[src/rtl/fc_cmd_arbiter.sv]
// fc_cmd_arbiter: round-robin sharing of one flash-controller command port
// among NREQ requesters. It returns completion to the owner and recovers a
// hung controller with a timeout and a local fc_rst.
//
// Ports
//   clk, rst        : clock; asynchronous active-high reset
//   req, req_cmd    : per-requester request level and flattened commands
//   gnt, cpl, err   : one-hot grant and completion pulses; err marks an abort
//   busy            : a command is owned, from grant through completion/abort
//   fc_cmd/fc_start : registered command and 1-cycle start strobe to controller
//   fc_done         : controller ready (after its reset) / command complete
//   fc_rst          : active-high reset to the controller on abort
module fc_cmd_arbiter #(
  parameter int NREQ    = 4,
  parameter int CW      = 33,
  parameter int TIMEOUT = 4095,
  parameter int RST_CYC = 2
) (
  input  logic               clk,
  input  logic               rst,
  input  logic [NREQ-1:0]    req,
  input  logic [NREQ*CW-1:0] req_cmd,
  output logic [NREQ-1:0]    gnt,
  output logic [NREQ-1:0]    cpl,
  output logic               err,
  output logic               busy,
  output logic [CW-1:0]      fc_cmd,
  output logic               fc_start,
  input  logic               fc_done,
  output logic               fc_rst
);

  localparam int PW   = $clog2(NREQ);
  localparam int TMAX = (TIMEOUT > RST_CYC) ? TIMEOUT : RST_CYC;
  localparam int TW   = $clog2(TMAX + 1);

  localparam logic [TW-1:0] TMO   = TW'(TIMEOUT);
  localparam logic [TW-1:0] RLAST = TW'(RST_CYC - 1);

  typedef enum logic [2:0] {
    S_INIT,
    S_IDLE,
    S_ISSUE,
    S_WAIT,
    S_ABORT
  } state_t;

  state_t state, state_d;

  logic [PW-1:0]   ptr, ptr_d;
  logic [PW-1:0]   owner, owner_d;
  logic            own_vld, own_vld_d;
  logic [TW-1:0]   timer, timer_d;

  logic [PW-1:0]   win, idx;
  logic            hit;
  logic [NREQ-1:0] win_oh, own_oh;
  logic [CW-1:0]   win_cmd;

  logic [NREQ-1:0] gnt_d, cpl_d;
  logic            err_d, busy_d;
  logic            fc_start_d, fc_rst_d;
  logic [CW-1:0]   fc_cmd_d;

  // First set request at or above the pointer, wrapping.
  always_comb begin
    win = ptr;
    idx = ptr;
    hit = 1'b0;
    for (int k = 0; k < NREQ; k++) begin
      idx = PW'((int'(ptr) + k) % NREQ);
      if (!hit && req[idx]) begin
        hit = 1'b1;
        win = idx;
      end
    end
  end

  always_comb begin
    win_oh  = '0;
    own_oh  = '0;
    win_cmd = '0;
    for (int i = 0; i < NREQ; i++) begin
      win_oh[i] = (win == PW'(i));
      own_oh[i] = (owner == PW'(i));
      if (win == PW'(i)) begin
        win_cmd = req_cmd[i*CW +: CW];
      end
    end
  end

  always_comb begin
    state_d    = state;
    ptr_d      = ptr;
    owner_d    = owner;
    own_vld_d  = own_vld;
    timer_d    = timer;
    gnt_d      = '0;
    cpl_d      = '0;
    err_d      = 1'b0;
    busy_d     = busy;
    fc_cmd_d   = fc_cmd;
    fc_start_d = 1'b0;
    fc_rst_d   = 1'b0;

    unique case (state)
      S_INIT: begin
        if (fc_done) begin
          state_d = S_IDLE;
          timer_d = '0;
        end else if (timer == TMO) begin
          // controller never came up: reset it, nobody to notify
          state_d   = S_ABORT;
          timer_d   = '0;
          fc_rst_d  = 1'b1;
          own_vld_d = 1'b0;
        end else begin
          timer_d = timer + 1'b1;
        end
      end

      S_IDLE: begin
        if (hit) begin
          gnt_d     = win_oh;
          fc_cmd_d  = win_cmd;
          owner_d   = win;
          own_vld_d = 1'b1;
          ptr_d     = PW'((int'(win) + 1) % NREQ);
          busy_d    = 1'b1;
          timer_d   = '0;
          state_d   = S_ISSUE;
        end
      end

      S_ISSUE: begin
        fc_start_d = 1'b1;
        timer_d    = '0;
        state_d    = S_WAIT;
      end

      S_WAIT: begin
        // completion takes priority over a coincident expiry
        if (fc_done) begin
          cpl_d     = own_oh;
          busy_d    = 1'b0;
          own_vld_d = 1'b0;
          state_d   = S_IDLE;
        end else if (timer == TMO) begin
          state_d  = S_ABORT;
          timer_d  = '0;
          fc_rst_d = 1'b1;
        end else begin
          timer_d = timer + 1'b1;
        end
      end

      S_ABORT: begin
        if (timer == RLAST) begin
          if (own_vld) begin
            cpl_d = own_oh;
            err_d = 1'b1;
          end
          own_vld_d = 1'b0;
          busy_d    = 1'b0;
          timer_d   = '0;
          state_d   = S_INIT;
        end else begin
          fc_rst_d = 1'b1;
          timer_d  = timer + 1'b1;
        end
      end

      default: begin
        state_d = S_INIT;
        timer_d = '0;
      end
    endcase
  end

  always_ff @(posedge clk or posedge rst) begin
    if (rst) begin
      state    <= S_INIT;
      ptr      <= '0;
      owner    <= '0;
      own_vld  <= 1'b0;
      timer    <= '0;
      gnt      <= '0;
      cpl      <= '0;
      err      <= 1'b0;
      busy     <= 1'b0;
      fc_cmd   <= '0;
      fc_start <= 1'b0;
      fc_rst   <= 1'b0;
    end else begin
      state    <= state_d;
      ptr      <= ptr_d;
      owner    <= owner_d;
      own_vld  <= own_vld_d;
      timer    <= timer_d;
      gnt      <= gnt_d;
      cpl      <= cpl_d;
      err      <= err_d;
      busy     <= busy_d;
      fc_cmd   <= fc_cmd_d;
      fc_start <= fc_start_d;
      fc_rst   <= fc_rst_d;
    end
  end

endmodule

[config.mk]
export PLATFORM = sky130hd
export DESIGN_NAME = fc_cmd_arbiter
export DESIGN_NICKNAME = d
export VERILOG_FILES = /design/src/rtl/fc_cmd_arbiter.sv
export SDC_FILE = /design/constraint.sdc
export NUM_CORES = 1
export LEC_CHECK = 0
export ABC_AREA = 1
export BUFFER_PORTS_ARGS = -buffer_cell sky130_fd_sc_hd__buf_2
export CAP_MARGIN = 20
export CORE_MARGIN = 2
export CORE_UTILIZATION = 52
export DETAILED_ROUTE_END_ITERATION = 8
export HOLD_SLACK_MARGIN = 0.15
export PLACE_DENSITY = 0.92
export SLEW_MARGIN = 20
export SYNTH_ARGS = -nofsm -noshare
export SYNTH_HDL_FRONTEND = slang
export SYNTH_SLANG_ARGS = --single-unit
[constraint.sdc]
create_clock -name clk -period 6 [get_ports clk]
set_input_delay 0.6 -clock clk [delete_from_list [all_inputs] [get_ports clk]]
set_output_delay 0.6 -clock clk [all_outputs]
set_load 0.02 [all_outputs]
==> flow_summary.ini, run 1 <==
[final_layout]
fin_cells = 950
syn_to_final_growth_pct = 25.9
fin_nets = 984
drive_gt1_share_pct = 26.2
final_area_mm2 = 0.00546

[cts]
cts.htree.levels = 3
ctsHoldBuffers = 0
cts_tree = built
clock_latency_ps = 340
post-cts-setup-buffers = 0
path_clk_slew_ps = 70
clockBufferDepth = 2
numCtsBuffers = 9
root_buffer = clkbuf_8
cts_sinks = 65
cts_resized = 0

[die]
core_area_mm2 = 0.00813
die-width_um = 95.3
top_level_ports = 184
dieArea_mm2 = 0.00909
num_rows = 33
dieHeight_um = 95.3
initial_core_util_pct = 53.3

[synth]
synth_cell_types = 29
ys_top_cells_by_area = dfrtp_1 38%, nand2_1 27%, o21ai_0 9.7%, a21oi_1 4.2%, nand3_1 3.6%
ys_ff_latch = 65
synthCells = 673
synth_top_cell_by_area = dfrtp_1
syn_nets = 818
syn_area_per_cell_um2 = 6.44
synthesis.area_mm2 = 0.00434
synth_top_area_share_pct = 37.5
synth_warnings = 0
ys_seq_area_share_pct = 37.5

[global_routing]
grt.total_usage_pct = 29.6
grt_start_max_net_pins = 68
antenna_found_initial = 0
grt_pass1_vias = 4727
overflow = 0
grt_pass1_wl_um = 21200

[timing]
period_minus_slack_ps = 3570
final.setup.tns_ps = 0
setup_viol = 0
fmax_mhz = 280
period_share_pct = 59.4
tightest_slew_ps = 1050
finClkSkew_ps = 11.0
slew_headroom_pct = 30.0
hold_viol_final = 0
slew_viol_final = 0
rsz0062_at_grt = no

[critical_path]
path_cells = inv_2 > nand2_1 > nand2_1 > o21ai_1 > nand4_1 > nand3_1 > nand2_1 > ha_1 > buf_4 > inv_1 > o21ai_0 > o21ai_0 > nand2_1 > nand2_1
cp.required_ps = 6270
slowest_delay_ps = 710
worstSetupPathType = register to register
end_kind = register
slowest_stage = inv_1
cp.arrival_ps = 3840
cp_max_fo = 34
start_kind = register
cp_common_cell = nand2_1
worst-path-buf-inv = 3
path_delay_family = buffers and inverters

[min_path]
min_path_type = input pin to asynchronous set/reset pin

[power]
power.density_mw_per_mm2 = 607
power_w = 0.00331
p_leak_nw = 3.04
vdd_ir_drop_max_uv = 339

[placement]
io_buffer_count = 183
place_area_mm2 = 0.00526
dp.cells = 933
post-dp-hpwl_um = 9380
gp_congestion = 0.927

[flow_run]
drv_cap = 0

[drt]
dr.pass1.iters = 5
drtAntennaViolNets = 0
routed_wirelength_um = 12900
drtIter0Drc = 275
via_per_inst = 5.30
drc = 0
dr_total_vias = 5032
wl_per_cell_um = 13.5

[status]
status = finished, final reports clean
power by group:
group	switching [W]	total [W]	leakage, nW	internal (W)
Sequential	0.000102	0.000691	0.853	0.000590
Combinational	0.00153	0.00226	2.09	0.000723
Clock	0.000167	0.000363	0.102	0.000196
logic make-up after synthesis:
group | count (synthesis) | share of synthesized area, %
fa+ha+maj | 6 | 1.73
xor+xnor | 4 | 0.808
flops | 65 | 37.5
buf+inv | 73 | 7.39
compound gates | 136 | 16.8
simple gates | 389 | 35.8
worst min-delay path, cell delays in order:
cell and delay [ps]:
buf_2 100, inv_2 30, buf_4 600
registers in the layout, indices dropped and copies added (netlist names):
signal / flops
cpl: 4
ptr: 2
fc_cmd: 33
fc_rst: 1
owner: 2
own_vld: 1
gnt: 4
fc_start: 1
err: 1
timer: 12
state: 3
busy: 1
cells in the final DEF (no fill, tap or decap):
cell type	instances
clkbuf_8	13
o21ai_0	84
o21ai_1	2
o21ai_4	1
xnor2_1	1
clkinvlp_4	1
diode_2	1
nand4_2	1
nor2_2	1
dfrtp_1	65
ha_1	5
nor2_4	1
a21oi_1	36
nor2_1	30
nor3_1	6
buf_2	183
o211ai_1	6
inv_1	34
nand2_2	2
inv_2	5
o21ai_2	5
clkinv_2	1
clkinv_1	1
nand2_1	308
ha_2	1
nand3b_1	1
inv_6	1
nand3_1	31
o22ai_1	2
buf_4	5
nor4_1	1
xor2_1	3
nand4_1	7
path summary, 6_finish.rpt:
kind | from | to | slack, ps | depth (start not counted)
worst min-delay path | rst | fc_cmd[6] | 470 | 3
worst min register to register | fc_cmd[2] | fc_cmd[2] | 470 | 2
min in group clk | fc_cmd[2] | fc_cmd[2] | 470 | 2
max in group asynchronous | rst | fc_cmd[15] | 4960 | 3
worst max register to register | ptr[0] | fc_cmd[2] | 2430 | 14
worst max-delay path | ptr[0] | fc_cmd[2] | 2430 | 14
through the flow:
step / hold WS (ps) / util [%] / setup WS [ps]
CTS: 475 / 67.1 / 2510
floorplan: 442 / - / 3190
finish: 469 / 67.1 / 2430
global route: 500 / 67.1 / 2100
global placement: 453 / 64.6 / 2580
detailed placement: 457 / 64.6 / 2520
cells in the mapped netlist, drive strengths merged:
| cell type | instances |
|---|---|
| buf | 13 |
| inv | 39 |
| o211ai | 6 |
| dfrtp | 65 |
| nor4 | 1 |
| o22ai | 2 |
| nand3b | 1 |
| o21ai | 92 |
| nor3 | 6 |
| nand3 | 31 |
| clkinv | 1 |
| xnor2 | 1 |
| nand2 | 310 |
| xor2 | 3 |
| a21oi | 36 |
| nand4 | 8 |
| clkbuf | 20 |
| ha | 6 |
| nor2 | 32 |
area by class of cell:
type                    count  area [um^2]
multi-input cells         535         2390
well taps                 105          131
flip-flops and latches     65         1630
repair buffers            188          953
diodes                      1         2.50
fillers                   753         2680
clock buffers              13          179
clock inverters             3         21.3
inverters                  40          150
metal layers:
layer | up-vias | wire (um) | track usage [%]
met5 | - | 0 | 0
met4 | 0 | 497 | 12.7
met2 | 242 | 6040 | 49.2
met3 | 40 | 1130 | 7.19
met1 | 2244 | 5190 | 36.5
li1 | 2506 | - | -
No activity file was read; power rests on OpenSTA's default activity.
==> run 2: changes to the inputs <==
--- a/config.mk
+++ b/config.mk
@@ -9,10 +9,10 @@
 export BUFFER_PORTS_ARGS = -buffer_cell sky130_fd_sc_hd__buf_2
 export CAP_MARGIN = 20
 export CORE_MARGIN = 2
-export CORE_UTILIZATION = 52
+export CORE_UTILIZATION = 49
 export DETAILED_ROUTE_END_ITERATION = 8
 export HOLD_SLACK_MARGIN = 0.15
-export PLACE_DENSITY = 0.92
+export PLACE_DENSITY = 0.88
 export SLEW_MARGIN = 20
 export SYNTH_ARGS = -nofsm -noshare
 export SYNTH_HDL_FRONTEND = slang
==> constraint.sdc (replaced) <==
create_clock -name clk -period 3.6 [get_ports clk]
set_input_delay 0.36 -clock clk [delete_from_list [all_inputs] [get_ports clk]]
set_output_delay 0.36 -clock clk [all_outputs]
set_load 0.02 [all_outputs]
==> flow_summary.ini, run 2 (synthesized netlist as in run 1, its figures left out) <==
[timing]
finClkSkew_ps = 9.32
hold_viol_final = 0
setup_viol = 0
period_share_pct = 84.4
rsz0062_at_grt = no
slew_headroom_pct = 38.3
slew_viol_final = 0
fmax_mhz = 329
tightest_slew_ps = 925
period_minus_slack_ps = 3040
final.setup.tns_ps = 0

[global_routing]
grtUsageMet1_pct = 33.8
grt_pass1_vias = 4559
antenna_found_initial = 1
use_met2_pct = 45.5
overflow = 0
grt_start_max_net_pins = 45
grt_pass1_wl_um = 21000
grt.total_usage_pct = 27.1
busiest_layer = met2
met3_usage_pct = 6.66

[placement]
gp_congestion = 0.951
post-dp-hpwl_um = 9690
io_buffer_count = 183
place_area_mm2 = 0.00530

[die]
num_rows = 34
dieHeight_um = 98.1
die-width_um = 98.1
core_area_mm2 = 0.00864
dieArea_mm2 = 0.00962
initial_core_util_pct = 50.2
top_level_ports = 184

[power]
vdd_ir_drop_max_uv = 623
p_leak_nw = 3.08
power.density_mw_per_mm2 = 1030

[status]
status = finished, final reports clean

[critical_path]
reg2reg_depth = 18
r2r_start = ptr[0]
cp_max_fo = 31
cp.required_ps = 3890
reg2reg_slack_ps = 560
start_kind = register
r2r_end = fc_cmd[17]
cp.arrival_ps = 3330
end_kind = register
worstSetupPathType = register to register

[final_layout]
final_common_cell = nand2_1
fin_nets = 987
reg_top3 = fc_cmd x33, timer x12
syn_to_final_growth_pct = 28.1
regMostFlops = fc_cmd
layout_common_cells = 308 x nand2_1, 183 x buf_2, 84 x o21ai_0, 65 x dfrtp_1, 36 x a21oi_1
largest_register_ff_count = 33
drive_gt1_share_pct = 26.3
final_area_mm2 = 0.00555
nFillCells = 793

[min_path]
min_path_type = input pin to asynchronous set/reset pin

[drt]
dr.pass1.iters = 5
via_per_inst = 5.19
wl_per_cell_um = 13.6
routed_wirelength_um = 13000
drtIter0Drc = 245
drc = 0
dr_total_vias = 4965
drtAntennaViolNets = 0

[cts]
cts_sinks = 65
root_buffer = clkbuf_8
cts.htree.levels = 3
post-cts-setup-buffers = 0
clock_latency_ps = 340
cts_resized = 0
cts_tree = built
clockBufferDepth = 2
numCtsBuffers = 9
ctsHoldBuffers = 0
path_clk_slew_ps = 80

[flow_run]
drv_cap = 0
==> run 2: layer usage <==
| layer | share of wire (%) | wire length (um) |
|---|---|---|
| met1 | 40 | 5250 |
| met2 | 48 | 6210 |
| met4 | 2.9 | 378 |
| met3 | 8.9 | 1150 |
| met5 | 0 | 0 |
==> run 2: final cells by class <==
type                            count  area, um^2  area share (%)
Antenna cell                        2        5.00          0.0901
Sequential cell                    65        1630            29.3
Tap cell                          108         135            2.43
Timing Repair Buffer              191         988            17.8
Multi-Input combinational cell    535        2390            43.1
Clock inverter                      4        98.8            1.78
Inverter                           40         150            2.70
Clock buffer                       12         155            2.79
==> run 2: how the worst max path moves through the flow <==
| stage | from | endpoint | slack (ps) |
|---|---|---|---|
| after floorplan | ptr[0] | fc_cmd[0] | 830 |
| after global placement | ptr[0] | fc_cmd[21] | 760 |
| after detailed placement | ptr[0] | fc_cmd[17] | 620 |
| after CTS | ptr[0] | fc_cmd[17] | 630 |
| after global routing | ptr[0] | fc_cmd[0] | 140 |
| final | ptr[0] | fc_cmd[17] | 560 |
==> run 2: power by group <==
part           switching [W]  total, W  internal [W]
Combinational        0.00251   0.00378       0.00127
Clock               0.000293  0.000793      0.000500
Sequential          0.000171   0.00115      0.000983
Total                0.00297   0.00573       0.00276
==> run 2: critical path, cell delays in order (launching register included) <==
cell and delay (ps):
dfrtp_1 560, inv_2 170, nand2_1 100, nand2_1 90
o21ai_1 340, nand4_1 190, nand2_1 90, nand2_1 40
nand2_1 140, inv_1 80, ha_1 220, nor2_2 210
buf_12 220, nand2_1 60, nand2_1 50, o21ai_0 60
o21ai_0 180, nand2_1 80, nand2_1 80
==> run 2: stage by stage <==
| step | utilization (%) | std cells | hold slack, ps | setup WS (ps) | total power [W] |
|---|---|---|---|---|---|
| 2_1_floorplan | - | 673 | 442 | 835 | 0.00403 |
| 3_3_place_gp | 61.3 | 939 | 455 | 756 | 0.00488 |
| 3_5_place_dp | 61.3 | 939 | 460 | 621 | 0.00492 |
| 4_1_cts | 64.3 | 955 | 248 | 627 | 0.00572 |
| 5_1_grt | 64.3 | 956 | 306 | 139 | 0.00638 |
| 6_report | 64.3 | 957 | 209 | 562 | 0.00573 |
==> run 3: changes to the inputs <==
==> constraint.sdc (replaced) <==
create_clock -name clk -period 2.8 [get_ports clk]
set_input_delay 0.28 -clock clk [delete_from_list [all_inputs] [get_ports clk]]
set_output_delay 0.28 -clock clk [all_outputs]
set_load 0.02 [all_outputs]
==> flow_summary.ini, run 3 (synthesized netlist as in run 1, its figures left out) <==
[power]
power.density_mw_per_mm2 = 1420
p_leak_nw = 3.15
vdd_ir_drop_max_uv = 757

[global_routing]
grt_pass1_vias = 4540
grt_pass1_wl_um = 21200
antenna_found_initial = 1
overflow = 0
grt_start_max_net_pins = 68
grt.total_usage_pct = 27.1

[critical_path]
cp.required_ps = 3090
cp.arrival_ps = 2950
end_kind = register
reg2reg_depth = 21
start_kind = register
cp_max_fo = 5
reg2reg_slack_ps = 130
worstSetupPathType = register to register

[cts]
ctsHoldBuffers = 0
cts.htree.levels = 3
clockBufferDepth = 2
numCtsBuffers = 9
cts_sinks = 65
root_buffer = clkbuf_8
cts_tree = built
clock_latency_ps = 350
path_clk_slew_ps = 70

[die]
num_rows = 34
core_area_mm2 = 0.00864
initial_core_util_pct = 50.2
dieArea_mm2 = 0.00962
top_level_ports = 184
dieHeight_um = 98.1
die-width_um = 98.1

[final_layout]
nFillCells = 758
drive_gt1_share_pct = 28.5
fin_nets = 999
final_common_cell = nand2_1
reg_top3 = fc_cmd x33, timer x12
regMostFlops = fc_cmd
layout_common_cells = 303 x nand2_1, 184 x buf_2, 72 x o21ai_0, 63 x dfrtp_1, 36 x a21oi_1
final_area_mm2 = 0.00573
fin_util_pct = 66.3
largest_register_ff_count = 33
syn_to_final_growth_pct = 32.1

[drt]
dr_total_vias = 5112
routed_wirelength_um = 13800
drtIter0Drc = 293
dr.pass1.iters = 8
drtAntennaViolNets = 0
drc = 0
wl_per_cell_um = 14.3
via_per_inst = 5.30

[timing]
fmax_mhz = 375
tightest_slew_ps = 798
final.setup.tns_ps = 0
period_share_pct = 95.2
slew_headroom_pct = 46.8
slew_viol_final = 0
hold_viol_final = 0
period_minus_slack_ps = 2670
setup_viol = 0
finClkSkew_ps = 11.7

[min_path]
min_path_type = input pin to asynchronous set/reset pin

[status]
status = finished, final reports clean

[placement]
post-dp-hpwl_um = 9510
io_buffer_count = 183
gp_congestion = 0.976
place_area_mm2 = 0.00536

[flow_run]
drv_cap = 0
-- run 3: layout make-up --
| type | instances | area [um^2] | share of cell area [%] |
|---|---|---|---|
| multi-input cells | 535 | 2440 | 42.6 |
| flip-flops and latches | 65 | 1630 | 28.4 |
| repair buffers | 203 | 1190 | 20.8 |
| inverters | 40 | 153 | 2.66 |
| clock buffers | 10 | 138 | 2.40 |
| well taps | 108 | 135 | 2.36 |
| clock inverters | 3 | 43.8 | 0.765 |
| diodes | 1 | 2.50 | 0.0437 |
-- run 3: path summary, 6_finish.rpt --
path / start / end
worst max-delay path: ptr[0] / fc_cmd[23]
worst min-delay path: rst / fc_cmd[6]
worst max register to register: ptr[0] / fc_cmd[23]
worst min register to register: fc_cmd[6] / fc_cmd[6]
max in group asynchronous: rst / ptr[1]
min in group clk: req_cmd[118] / fc_cmd[19]
-- run 3: per-layer routing --
layer | wire length [um] | part of all wire (%) | global-route usage [%]
met1 | 5250 | 38 | 34.0
met3 | 1400 | 10 | 6.73
met4 | 576 | 4.2 | 9.83
met5 | 0 | 0 | 0
met2 | 6620 | 48 | 45.6
-- run 3: timing repair --
action	in CTS	in global routing
gates resized for setup	0	29
setup buffers	0	4
setup endpoints to repair	0	33
-- run 3: per-stage QoR --
stage	power [W]	hold WS, ps	instances	setup slack (ps)
global route	0.00888	232	965	-48.5
CTS	0.00732	186	955	39.0
detailed placement	0.00653	460	942	66.6
finish	0.00812	147	965	134
floorplan	0.00518	411	673	35.0
global placement	0.00644	455	942	152
-- run 3: where the power goes --
group          internal [W]  leakage [nW]  total, W  switching, W
Sequential          0.00127         0.850   0.00149      0.000223
Clock              0.000421        0.0941  0.000772      0.000351
Combinational       0.00225          2.20   0.00586       0.00360
Total               0.00394          3.15   0.00812       0.00418
-- run 3: critical path, cell delays in order, from the launching register on --
cell and delay [ps]:
dfrtp_2 450, buf_6 140, nand2_1 50, nand2_1 90, nand2_1 90, nand2_2 80, nor2_4 160, nand4_1 120
nand3_1 120, nand2_2 90, inv_2 110, ha_4 140, inv_2 50, nor2_4 120, buf_12 140, clkbuf_16 150
nand2_1 50, nand2_1 50, o21ai_0 80, o21ai_1 160, nand2_1 70, nand2_1 90
